**config.mk**
```make
export PLATFORM = sky130hd
export DESIGN_NAME = demux2_wb_unit
export DESIGN_NICKNAME = d
export VERILOG_FILES = /design/src/rtl/demux2_wb_unit.sv
export SDC_FILE = /design/constraint.sdc
export NUM_CORES = 1
export LEC_CHECK = 0
export CORE_MARGIN = 1
export CORE_UTILIZATION = 45
export DETAILED_ROUTE_END_ITERATION = 6
export HOLD_SLACK_MARGIN = 0.02
export PLACE_DENSITY = 0.86
export SLEW_MARGIN = 20
export SYNTH_ARGS = -nofsm -noshare
export SYNTH_HDL_FRONTEND = slang
export SYNTH_SLANG_ARGS = --single-unit
```
**constraint.sdc**
```tcl
create_clock -name clk -period 4.5 [get_ports clk]
set_input_delay 1.35 -clock clk [delete_from_list [all_inputs] [get_ports clk]]
set_output_delay 1.35 -clock clk [all_outputs]
set_load 0.1 [all_outputs]
```
**src/rtl/demux2_wb_unit.sv**
```systemverilog
// demux2_wb_unit
//   Write-back demultiplexer. Each accepted word is steered by sel into one
//   of three destinations, or it is discarded:
//     00 -> result register (valid/ready handshake toward downstream)
//     01 -> register a
//     10 -> register b
//     11 -> discard, and set the sticky err flag
//   Every accepted word increments an 8-bit wrapping write counter.
//
// Ports
//   clk        sole clock, rising edge
//   rst        synchronous active-high reset (highest priority)
//   init       synchronous re-initialise, same state effect as rst
//   din        write-back data word
//   din_valid  din/sel valid this cycle
//   sel        destination select
//   din_ready  unit can accept din this cycle (combinational)
//   a_out      register a contents;  a_valid  register a written since reset/init
//   b_out      register b contents;  b_valid  register b written since reset/init
//   res_out    result register;      res_valid  result holds an unconsumed word
//   res_ready  downstream consumes res_out when res_valid is high
//   err        sticky: a discarded (sel=11) word was accepted
//   wr_count   accepted-word count, modulo 256

module demux2_wb_unit #(
    parameter int WIDTH = 4
) (
    input  logic             clk,
    input  logic             rst,
    input  logic             init,
    input  logic [WIDTH-1:0] din,
    input  logic             din_valid,
    input  logic [1:0]       sel,
    output logic             din_ready,
    output logic [WIDTH-1:0] a_out,
    output logic [WIDTH-1:0] b_out,
    output logic             a_valid,
    output logic             b_valid,
    output logic [WIDTH-1:0] res_out,
    output logic             res_valid,
    input  logic             res_ready,
    output logic             err,
    output logic [7:0]       wr_count
);

    localparam logic [1:0] SEL_RES  = 2'b00;
    localparam logic [1:0] SEL_A    = 2'b01;
    localparam logic [1:0] SEL_B    = 2'b10;
    localparam logic [1:0] SEL_DROP = 2'b11;

    localparam logic [WIDTH-1:0] A_RESET = {{(WIDTH-1){1'b0}}, 1'b1};

    logic accept;
    logic consume;
    logic res_load;

    // Only a result-bound word can be back-pressured: it would overwrite an
    // unconsumed result. Words for a, b or discard are always accepted.
    // init blocks acceptance so a word offered during re-initialisation is
    // refused rather than silently wiped by the reset of state.
    assign din_ready = !init && !((sel == SEL_RES) && res_valid && !res_ready);
    assign accept    = din_valid && din_ready;
    assign consume   = res_valid && res_ready;
    assign res_load  = accept && (sel == SEL_RES);

    always_ff @(posedge clk) begin
        if (rst || init) begin
            a_out     <= A_RESET;
            b_out     <= '0;
            res_out   <= '0;
            a_valid   <= 1'b0;
            b_valid   <= 1'b0;
            res_valid <= 1'b0;
            err       <= 1'b0;
            wr_count  <= 8'd0;
        end else begin
            if (accept) begin
                wr_count <= wr_count + 8'd1;
                case (sel)
                    SEL_A: begin
                        a_out   <= din;
                        a_valid <= 1'b1;
                    end
                    SEL_B: begin
                        b_out   <= din;
                        b_valid <= 1'b1;
                    end
                    SEL_DROP: begin
                        err <= 1'b1;
                    end
                    default: begin
                        res_out <= din;
                    end
                endcase
            end

            // A load in the same cycle as a consume keeps res_valid high
            // (zero-bubble); a consume alone empties the register.
            if (res_load) begin
                res_valid <= 1'b1;
            end else if (consume) begin
                res_valid <= 1'b0;
            end
        end
    end

endmodule

```
==> results.md <==
- Status: finished clean
- Post-Syn Area: 1040 sq um
- WL met2: 1230 microns
- Crit start category: primary input
- Share of cells above drive strength 1: 8.33%
- Clk slew on worst S/H paths: ~0.13 ns
- Area post-placement: 1430 sq um
- Post-Route Skew: 0.00395 ns
- Final count of hold timing violations: 0
- First-pass DRT Iterations: 4
- YS warnings: 0
- Clk buf depth: 2
- Final ANT Viol Nets: 0
- CTS buffer count: 3
- Min-Delay Path Depth: 2
- Area of the core: 2190 sq um
- Min Hold Slack: between 0.4 and 0.5 ns
- CTS tree: yes
- RSZ-0062 raised after global routing: no
- Area contributors post-synth: dfxtp_1 (46%), mux2i_1 (8.7%), a21oi_1 (5.8%), nor2_1 (5.0%), o21ai_0 (3.4%)
- Seq/Total Area, Yosys: 46.2%
- Fillcell total: 168
- Avg WL per Cell: 14.2 microns
- Initial antenna violation count: 0
- CP Capture Type: output port
- Biggest area consumer among synthesized cells: dfxtp_1
- FFs w/ async S/R, synth: 0%
- WP data arrival: 2.54 ns
- Slew margin rel.: 33.7%
- Fmax: 257 MHz
- Net count, final: approximately 160
- CTS H-Tree Depth: 1
- Via/cell ratio: about 5.5
- Die span in y: 50.1 microns
- Clk root buf: clkbuf_4
- Synth top cells by count: dfxtp_1 (24), nor2_1 (14), a21oi_1 (12)
- Synth cell types: 28
- Hold buffer count at cts: 0
- CP max stage cell: clkdlybuf4s50_1
- DR iter-0 viols: 25
- Primary FF master, synth: dfxtp_1
- Congestion Overflow GR: 0
- Vias: 951
- Critical path type: primary input to output port
- Hold crit path type: register to register
- Number of enable flip-flop cells after synthesis: 0
- Max layer used: met4
- Cell family with most CP delay: buffers and inverters
- Resize count post-CTS: 0
- Largest net degree at the start of global routing: 16
- Max-cap violations: 0
- Post-CTS Setup Bufs: 0
- Wire length on met3: between 150 and 200 microns
- Count leader, synth: dfxtp_1
- Design Area, Final: 1480 sq um
- Die area: 2510 sq um
- Req. time, crit path: 3.15 ns
- Initial Utilization: 47.5%
- FP Rows: 17
- Mean area per synthesized cell: 9.64 sq um
- Yosys top cell area share: 46.2%
- Pins Over Slew Limit: 0
- PD cells: around 290 nW/um^2
- Count of state elements after synthesis: 24
- Clk_lat worst skew: 0.32 ns
- Cells after Synth: approximately 110
- Vias in the first global route: around 970
- Max IR drop VDD: 0.000237 V
- Wire length after detailed routing: 2440 microns
- Crit path largest cell delay: 0.53 ns
- Crit path buf inv count: 2
- CP Depth: 4
- Post-synthesis net count: 120
- Reg2reg path depth: 4
- Area grow syn2layout: 42.5%
- First-pass GRT wire length: 4120 microns
- Clock Sinks: 24
- RePlAce Congestion: 0.715
- Final setup violating endpoints: 0
- Period minus WS final: approximately 3.9 ns
- Post-DP HPWL: 1810 microns
- Cell Chain, Critical Path: clkdlybuf4s50_1 -> nor4b_4 -> nor2_1 -> buf_12
- All-Layer GR Usage: 21.6%
- Pleak: between 0.5 and 0.6 nW
- Worst-Margin Slew: 0.991 ns
- Setup Total Neg Slack: 0 ns
- Final period util: 86.4%
- Wl on met1: 1010 microns
- Inserted Diodes: 0
- Post-route DRC: 0
- Chip width: 50.1 microns
- Crit-path max FO: 6
- Port Buffers: 35
- I/O pin count: 36
-- worst register-to-register path, delay by kind of cell (launching register included) --
family,cells,cell delay [ns]
compound gates,1,0.16
fa+ha+maj,1,0.24
flops,1,0.46
simple gates,2,0.59
-- placed cells by master, fill, tap and decap left out, drive strengths merged --
cell type / instances
or4: 4
bufinv: 1
clkdlybuf4s50: 34
ha: 1
nand3: 5
a31oi: 1
nand2: 3
or3b: 1
nor4b: 3
inv: 1
nand4b: 1
or3: 3
nand4: 1
o31ai: 4
or4b: 1
a21oi: 12
nor4bb: 1
o21ai: 7
nand2b: 2
or2: 1
nor2: 14
clkbuf: 3
buf: 4
nor2b: 1
nand3b: 1
mux2i: 9
dfxtp: 24
and4bb: 1
-- routing by layer --
layer  vias up  global-route usage [%]
met5         -                       0
met4         0                    5.24
met2        39                    39.6
li1        470                       -
met3         4                    6.48
met1       438                    23.8
-- area by class of cell --
cell class                 count  area, sq um  area share [%]
timing repair buffer          38          383            25.8
clock buffer                   3         22.5            1.52
sequential                    24          480            32.4
clock inverter                 1         30.0            2.02
multi-input combinational     77          529            35.7
inverter                       1         3.75           0.253
tap                           28         35.0            2.36
-- kinds of logic after synthesis --
kind of cell	count (synthesis)	share of synthesized area (%)
buffers and inverters	7	3.00
AND/OR/NAND/NOR	43	28.4
multiplexers	9	8.65
flip-flops	24	46.2
adder cells (fa/ha/maj)	1	1.20
AO/OA/AOI/OAI	24	12.6
-- power by group --
group,switching (W),internal [W]
Clock,0.0000664,0.0000901
Combinational,0.0000327,0.0000192
Sequential,0.00000141,0.000214
-- stage by stage --
step | power, W | utilization, % | worst slack, ns | cells
2_1_floorplan | 0.000250 | - | 0.345 | 108
3_3_place_gp | 0.000271 | 65.3 | 0.670 | 168
3_5_place_dp | 0.000272 | 65.3 | 0.618 | 168
4_1_cts | 0.000424 | 67.7 | 0.607 | 172
5_1_grt | 0.000437 | 67.7 | 0.555 | 172
6_report | 0.000424 | 67.7 | 0.611 | 172
-- registers in the layout, summed over array words and instances (netlist names) --
register and cells:
res_valid 1, err 1, b_out 4, a_out 4
b_valid 1, wr_count 8, a_valid 1, res_out 4
-- worst paths after layout --
path,from,endpoint,slack (ns)
worst max register to register,wr_count[0]$_SDFFE_PP0P_,wr_count[4]$_SDFFE_PP0P_,2.99
worst min-delay path,wr_count[7]$_SDFFE_PP0P_,wr_count[7]$_SDFFE_PP0P_,0.49
worst max-delay path,sel[0],din_ready,0.61
worst min register to register,wr_count[7]$_SDFFE_PP0P_,wr_count[7]$_SDFFE_PP0P_,0.49
(Power assumes the default switching activity.)
